`config.mk`:
```
export PLATFORM = sky130hd
export DESIGN_NAME = ad_ip_jesd204_tpl_adc_pn_sweep
export DESIGN_NICKNAME = d
export VERILOG_FILES = /design/src/rtl/ad_ip_jesd204_tpl_adc_pn_sweep.sv
export SDC_FILE = /design/constraint.sdc
export NUM_CORES = 1
export LEC_CHECK = 0
export BUFFER_PORTS_ARGS = -buffer_cell sky130_fd_sc_hd__buf_4
export CORE_MARGIN = 1.5
export CORE_UTILIZATION = 35
export CTS_CLUSTER_DIAMETER = 120
export DETAILED_ROUTE_END_ITERATION = 10
export GPL_TIMING_DRIVEN = 0
export PLACE_DENSITY_LB_ADDON = 0.1
export SYNTH_ARGS = -nofsm -noshare
export SYNTH_HDL_FRONTEND = slang
export SYNTH_SLANG_ARGS = --single-unit
```
`constraint.sdc`:
```
create_clock -name clk -period 2.4 [get_ports clk]
set_input_delay 0.36 -clock clk [delete_from_list [all_inputs] [get_ports clk]]
set_output_delay 0.36 -clock clk [all_outputs]
set_load 0.05 [all_outputs]
```
`src/rtl/ad_ip_jesd204_tpl_adc_pn_sweep.sv`:
```
// ad_ip_jesd204_tpl_adc_pn_sweep -- sequential per-channel PN self-test of the TPL ADC datapath.
// rev 1.0
`default_nettype none

module ad_ip_jesd204_tpl_adc_pn_sweep #(
    parameter int NUM_CHANNELS  = 1,
    parameter int SETTLE_CYCLES = 16,
    parameter int LOCK_TIMEOUT  = 1024,
    parameter int DWELL_WIDTH   = 16,
    localparam int CH_W = (NUM_CHANNELS > 1) ? $clog2(NUM_CHANNELS) : 1
) (
    input  logic                      clk,
    input  logic                      resetn,
    input  logic                      start,
    input  logic                      abort,
    input  logic [3:0]                pattern,
    input  logic [DWELL_WIDTH-1:0]    dwell_cycles,
    output logic [NUM_CHANNELS*4-1:0] pn_seq_sel,
    input  logic [NUM_CHANNELS-1:0]   pn_err,
    input  logic [NUM_CHANNELS-1:0]   pn_oos,
    output logic                      busy,
    output logic                      done,
    output logic [CH_W-1:0]           active_channel,
    output logic [NUM_CHANNELS-1:0]   result_pass,
    output logic [NUM_CHANNELS-1:0]   result_timeout
);

    localparam int SET_W = $clog2(SETTLE_CYCLES + 1);
    localparam int LT_W  = $clog2(LOCK_TIMEOUT + 1);
    localparam int CNT_W = (DWELL_WIDTH > SET_W) ? ((DWELL_WIDTH > LT_W) ? DWELL_WIDTH : LT_W)
                                                 : ((SET_W > LT_W) ? SET_W : LT_W);

    localparam logic [CNT_W-1:0] SETTLE_LOAD = CNT_W'(SETTLE_CYCLES - 1);
    localparam logic [CNT_W-1:0] LOCK_LOAD   = CNT_W'(LOCK_TIMEOUT - 1);
    localparam logic [CH_W-1:0]  LAST_CH     = CH_W'(NUM_CHANNELS - 1);

    localparam logic [2:0] S_IDLE   = 3'd0;
    localparam logic [2:0] S_SETUP  = 3'd1;
    localparam logic [2:0] S_SETTLE = 3'd2;
    localparam logic [2:0] S_LOCK   = 3'd3;
    localparam logic [2:0] S_DWELL  = 3'd4;
    localparam logic [2:0] S_NEXT   = 3'd5;
    localparam logic [2:0] S_DONE   = 3'd6;

    logic [2:0]                state_q,   state_d;
    logic [CH_W-1:0]           ch_q,      ch_d;
    logic [CNT_W-1:0]          cnt_q,     cnt_d;
    logic [3:0]                pattern_q, pattern_d;
    logic [DWELL_WIDTH-1:0]    dwell_q,   dwell_d;
    logic [NUM_CHANNELS*4-1:0] sel_q,     sel_d;
    logic [NUM_CHANNELS-1:0]   pass_q,    pass_d;
    logic [NUM_CHANNELS-1:0]   tmo_q,     tmo_d;
    logic [NUM_CHANNELS-1:0]   err_q;
    logic [NUM_CHANNELS-1:0]   oos_q;

    always_ff @(posedge clk or negedge resetn) begin
        if (!resetn) begin
            state_q   <= S_IDLE;
            ch_q      <= '0;
            cnt_q     <= '0;
            pattern_q <= '0;
            dwell_q   <= '0;
            sel_q     <= '0;
            pass_q    <= '0;
            tmo_q     <= '0;
            err_q     <= '0;
            oos_q     <= '0;
        end else begin
            state_q   <= state_d;
            ch_q      <= ch_d;
            cnt_q     <= cnt_d;
            pattern_q <= pattern_d;
            dwell_q   <= dwell_d;
            sel_q     <= sel_d;
            pass_q    <= pass_d;
            tmo_q     <= tmo_d;
            err_q     <= pn_err;
            oos_q     <= pn_oos;
        end
    end

    always_comb begin
        state_d   = state_q;
        ch_d      = ch_q;
        cnt_d     = cnt_q;
        pattern_d = pattern_q;
        dwell_d   = dwell_q;
        sel_d     = sel_q;
        pass_d    = pass_q;
        tmo_d     = tmo_q;
        case (state_q)
            S_IDLE: begin
                if (start && !abort) begin
                    pass_d    = '0;
                    tmo_d     = '0;
                    pattern_d = pattern;
                    dwell_d   = (dwell_cycles == '0) ? DWELL_WIDTH'(1) : dwell_cycles;
                    ch_d      = '0;
                    state_d   = S_SETUP;
                end
            end
            S_SETUP: begin
                sel_d               = '0;
                sel_d[ch_q*4 +: 4]  = pattern_q;
                cnt_d               = SETTLE_LOAD;
                state_d             = S_SETTLE;
            end
            S_SETTLE: begin
                if (cnt_q == '0) begin
                    cnt_d   = LOCK_LOAD;
                    state_d = S_LOCK;
                end else begin
                    cnt_d = cnt_q - CNT_W'(1);
                end
            end
            S_LOCK: begin
                if (!oos_q[ch_q]) begin
                    cnt_d   = CNT_W'(dwell_q - DWELL_WIDTH'(1));
                    state_d = S_DWELL;
                end else if (cnt_q == '0) begin
                    tmo_d[ch_q] = 1'b1;
                    state_d     = S_NEXT;
                end else begin
                    cnt_d = cnt_q - CNT_W'(1);
                end
            end
            S_DWELL: begin
                // Any error or loss of sync ends the dwell with the pass bit left clear.
                if (err_q[ch_q] || oos_q[ch_q]) begin
                    state_d = S_NEXT;
                end else if (cnt_q == '0) begin
                    pass_d[ch_q] = 1'b1;
                    state_d      = S_NEXT;
                end else begin
                    cnt_d = cnt_q - CNT_W'(1);
                end
            end
            S_NEXT: begin
                sel_d = '0;
                if (ch_q == LAST_CH) begin
                    state_d = S_DONE;
                end else begin
                    ch_d    = ch_q + CH_W'(1);
                    state_d = S_SETUP;
                end
            end
            S_DONE: begin
                ch_d    = '0;
                state_d = S_IDLE;
            end
            default: begin
                state_d = S_IDLE;
            end
        endcase
        // Abort discards any result decided this cycle; earlier channels keep theirs.
        if (abort && (state_q != S_IDLE)) begin
            state_d = S_IDLE;
            sel_d   = '0;
            ch_d    = '0;
            cnt_d   = '0;
            pass_d  = pass_q;
            tmo_d   = tmo_q;
        end
    end

    always_comb begin
        busy           = (state_q != S_IDLE);
        done           = (state_q == S_DONE);
        active_channel = (state_q != S_IDLE) ? ch_q : '0;
        pn_seq_sel     = sel_q;
        result_pass    = pass_q;
        result_timeout = tmo_q;
    end

endmodule

`default_nettype wire

```
==> summary.md <==
| Metric | Value |
|---|---|
| Post-Synth Simple-Gate Area | 22.3% |
| CP required | ~2.6 ns |
| Synth-to-layout area growth | 15.5% |
| Max stage delay cell, worst path | dfrtp_1 |
| Syn nets | 341 |
| Die area | 9220 um^2 |
| Most frequent cell after synthesis | dfrtp_1 |
| Initial DRC Count | 141 |
| CTS buffer count | 5 |
| Lkg Pwr | 0.00144 uW |
| Initial antenna violation count | 0 |
| Clk_skew | 0.00959 ns |
| Post-CTS sizing | 0 |
| Synth area leaders | dfrtp_1 39%, mux2_2 7.1%, a21oi_1 3.1% |
| Routed Antenna Nets | 0 |
| Largest area contributor in the netlist | dfrtp_1 |
| Die Span Y | roughly 96 um |
| Congestion Overflow GR | 0 |
| Post-synthesis register bit count | 47 |
| Initial Util | 36.5% |
| HP Class | in2async |
| Cell count after synthesis | 312 |
| Adder-cell share of the synthesized area | 1.24% |
| Slew headroom | 58.1% |
| Register area share after synthesis | 38.8% |
| Worst-path fanout max | 10 |
| Layout net count | 381 |
| Core area | slightly above 8000 um^2 |
| Via density | around 5.6 |
| Vias in the first global route | 2523 |
| Clk root buf | clkbuf_8 |
| Die Span X | 96.0 um |
| Overall power | 3660 uW |
| Top-area cell type share of the netlist area | between 30% and 40% |
| Cell family with most CP delay | simple AND/OR/NAND/NOR gates |
| Max Cap Viol | 0 |
| GR Util All Layers | 19.2% |
| Antenna cell count | 0 |
| Outcome | finished clean |
| Largest family of logic cells by synthesized area | simple AND/OR/NAND/NOR gates |
| Worst vdd ir | 0.440 mV |
| Postcts setup bufs | 0 |
| F_max | 443 MHz |
| Reg2Reg Setup Slack | 0.14 ns |
| Vias | 2578 |
| H-tree depth | 2 |
| Post-Syn Area per Cell | 9.70 um^2 |
| WL/cell | 17.6 um |
| Async SR Flop Fraction | 100% |
| Mux cell area share after synthesis | 7.40% |
| Num rows | 33 |
| RD Place Congestion | roughly 0.86 |
| Wl on met1 | 3.92 mm |
| HPWL Detailed | approximately 6 mm |
| Kind of critical path | reg2reg |
| Worst Setup SP | cnt_q[0] |
| Post-Route Utilization | 42.2% |
| CTS tree | yes |
| CTS clk-pin slew, worst paths | 0.10 ns |
| Critical path startpoint category | flop |
| Final Max Tran Viols | 0 |
| PortBufs | 33 |
| Setup tns final | 0 ns |
| Max Root-Sink Buffers | 2 |
| CP max stage delay | 0.42 ns |
| Period utilization | 94.0% |
| Hold Buf Count CTS | 0 |
| Distinct cell type count after synthesis | 65 |
| Top Metal Used | met4 |
| Met2 WL | approximately 3.6 mm |
| Hold Fails Final Rpt | 0 |
| Synth cell count leaders | 47 x dfrtp_1, 22 x nor2_1, 19 x a21oi_1, 19 x mux2_2, 19 x nand2_1 |
| I/O pin total | 35 |
| Post-synthesis xor/xnor area fraction | about 4% |
| DR WL met3 | roughly 460 um |
| Most used DFF post-synth | dfrtp_1 |
| Clock insertion delay at the later pin of the skew report | just over 0.3 ns |
| Buffer and inverter count on the worst path | 2 |
| Compound-gate portion of the synthesized area | a little over a fifth |
| Min Tclk post-route | 2.26 ns |
| DRC viols | 0 |
| CP Capture Type | flop |
| Syn Std Cell Area | 3030 um^2 |
| Synth Warn # | 0 |
| Clk sink count | 47 |
| Share of layout cells above drive strength 1 | a little over a quarter |
| Worst-path cell chain | inv_1 -> ha_1 -> nor4b_4 -> nand4_2 -> buf_6 -> a21oi_1 -> o22ai_1 -> a22o_1 |
| Worst slew pin tran | ~0.63 ns |
| PD cells | 1050 nW/um^2 |
| Critical R2R Launch | cnt_q[0] |
| EDFF count, synth | 0 |
| WP data arrival | 2.47 ns |
| First-pass GRT wire length | 13.4 mm |
| Final WL | about 8.1 mm |
| Largest net degree at the start of global routing | 48 |
| Pre-antenna DRT Iters | 5 |
| Final setup viols | 0 |
| RSZ-0062 raised after global routing | false |
-- where the power goes --
group	switching (uW)	internal (uW)
sequential	272	1030
clock	305	210
combinational	1090	761
-- layout by cell type (no fill, tap or decap), drive strengths merged, types with 11 or more instances in the layout --
cell    Yosys  layout
clkbuf      6      11
dfrtp      47      47
a21oi      20      20
buf        11      44
nand2      19      19
nor2       22      22
a22oi      11      11
nor4       12      12
mux2       19      19
o21ai      19      19
nor3       16      16
-- metal layers --
| metal | vias up | global-route usage [%] |
|---|---|---|
| li1 | 1262 | - |
| met1 | 1221 | 27.4 |
| met2 | 83 | 29.3 |
| met3 | 12 | 3.55 |
| met4 | 0 | 6.00 |
| met5 | - | 0 |
-- logic make-up (layout without fill, tap and decap cells) --
family                   Yosys count  count (layout)
AND/OR/NAND/NOR                  111             111
AO/OA/AOI/OAI                     90              90
flip-flops                        47              47
buffers and inverters             26              67
multiplexers                      20              20
XOR/XNOR                          14              14
adder cells (fa/ha/maj)            3               3
other                              1               1
-- state kept, by name, summed over array words and instances (netlist names) --
| name | cells |
|---|---|
| result_pass | 1 |
| pn_seq_sel | 4 |
| cnt_q | 16 |
| dwell_q | 16 |
| err_q | 1 |
| result_timeout | 1 |
| pattern_q | 4 |
| oos_q | 1 |
| state_q | 3 |
-- metrics by stage --
stage | std cells | setup WS, ns | hold slack, ns | area, um^2
final | 458 | 0.143 | 0.0612 | 3500
after detailed placement | 450 | 0.139 | 0.433 | 3410
after CTS | 458 | 0.133 | 0.0918 | 3500
after floorplan | 312 | 0.270 | 0.0644 | 3030
after global routing | 458 | 0.0232 | 0.110 | 3500
after global placement | 450 | 0.140 | 0.430 | 3410
-- worst paths after layout --
| kind | end | depth (start not counted) |
|---|---|---|
| worst max-delay path | cnt_q[6] | 8 |
| worst min-delay path | cnt_q[4] | 1 |
| worst max register to register | cnt_q[6] | 8 |
| worst min register to register | result_timeout | 1 |
| max in group asynchronous | dwell_q[6] | 1 |
| min in group clk | err_q | 1 |
-- layout make-up --
cell class | count | area, um^2
Timing Repair Buffer | 33 | 248
Inverter | 9 | 33.8
Clock buffer | 5 | 68.8
Tap cell | 105 | 131
Sequential cell | 47 | 1180
Buffer | 17 | 105
Multi-Input combinational cell | 239 | 1710
Clock inverter | 3 | 22.5
Fill cell | 854 | 4800
Note: power is estimated with default switching activity, not from simulation.
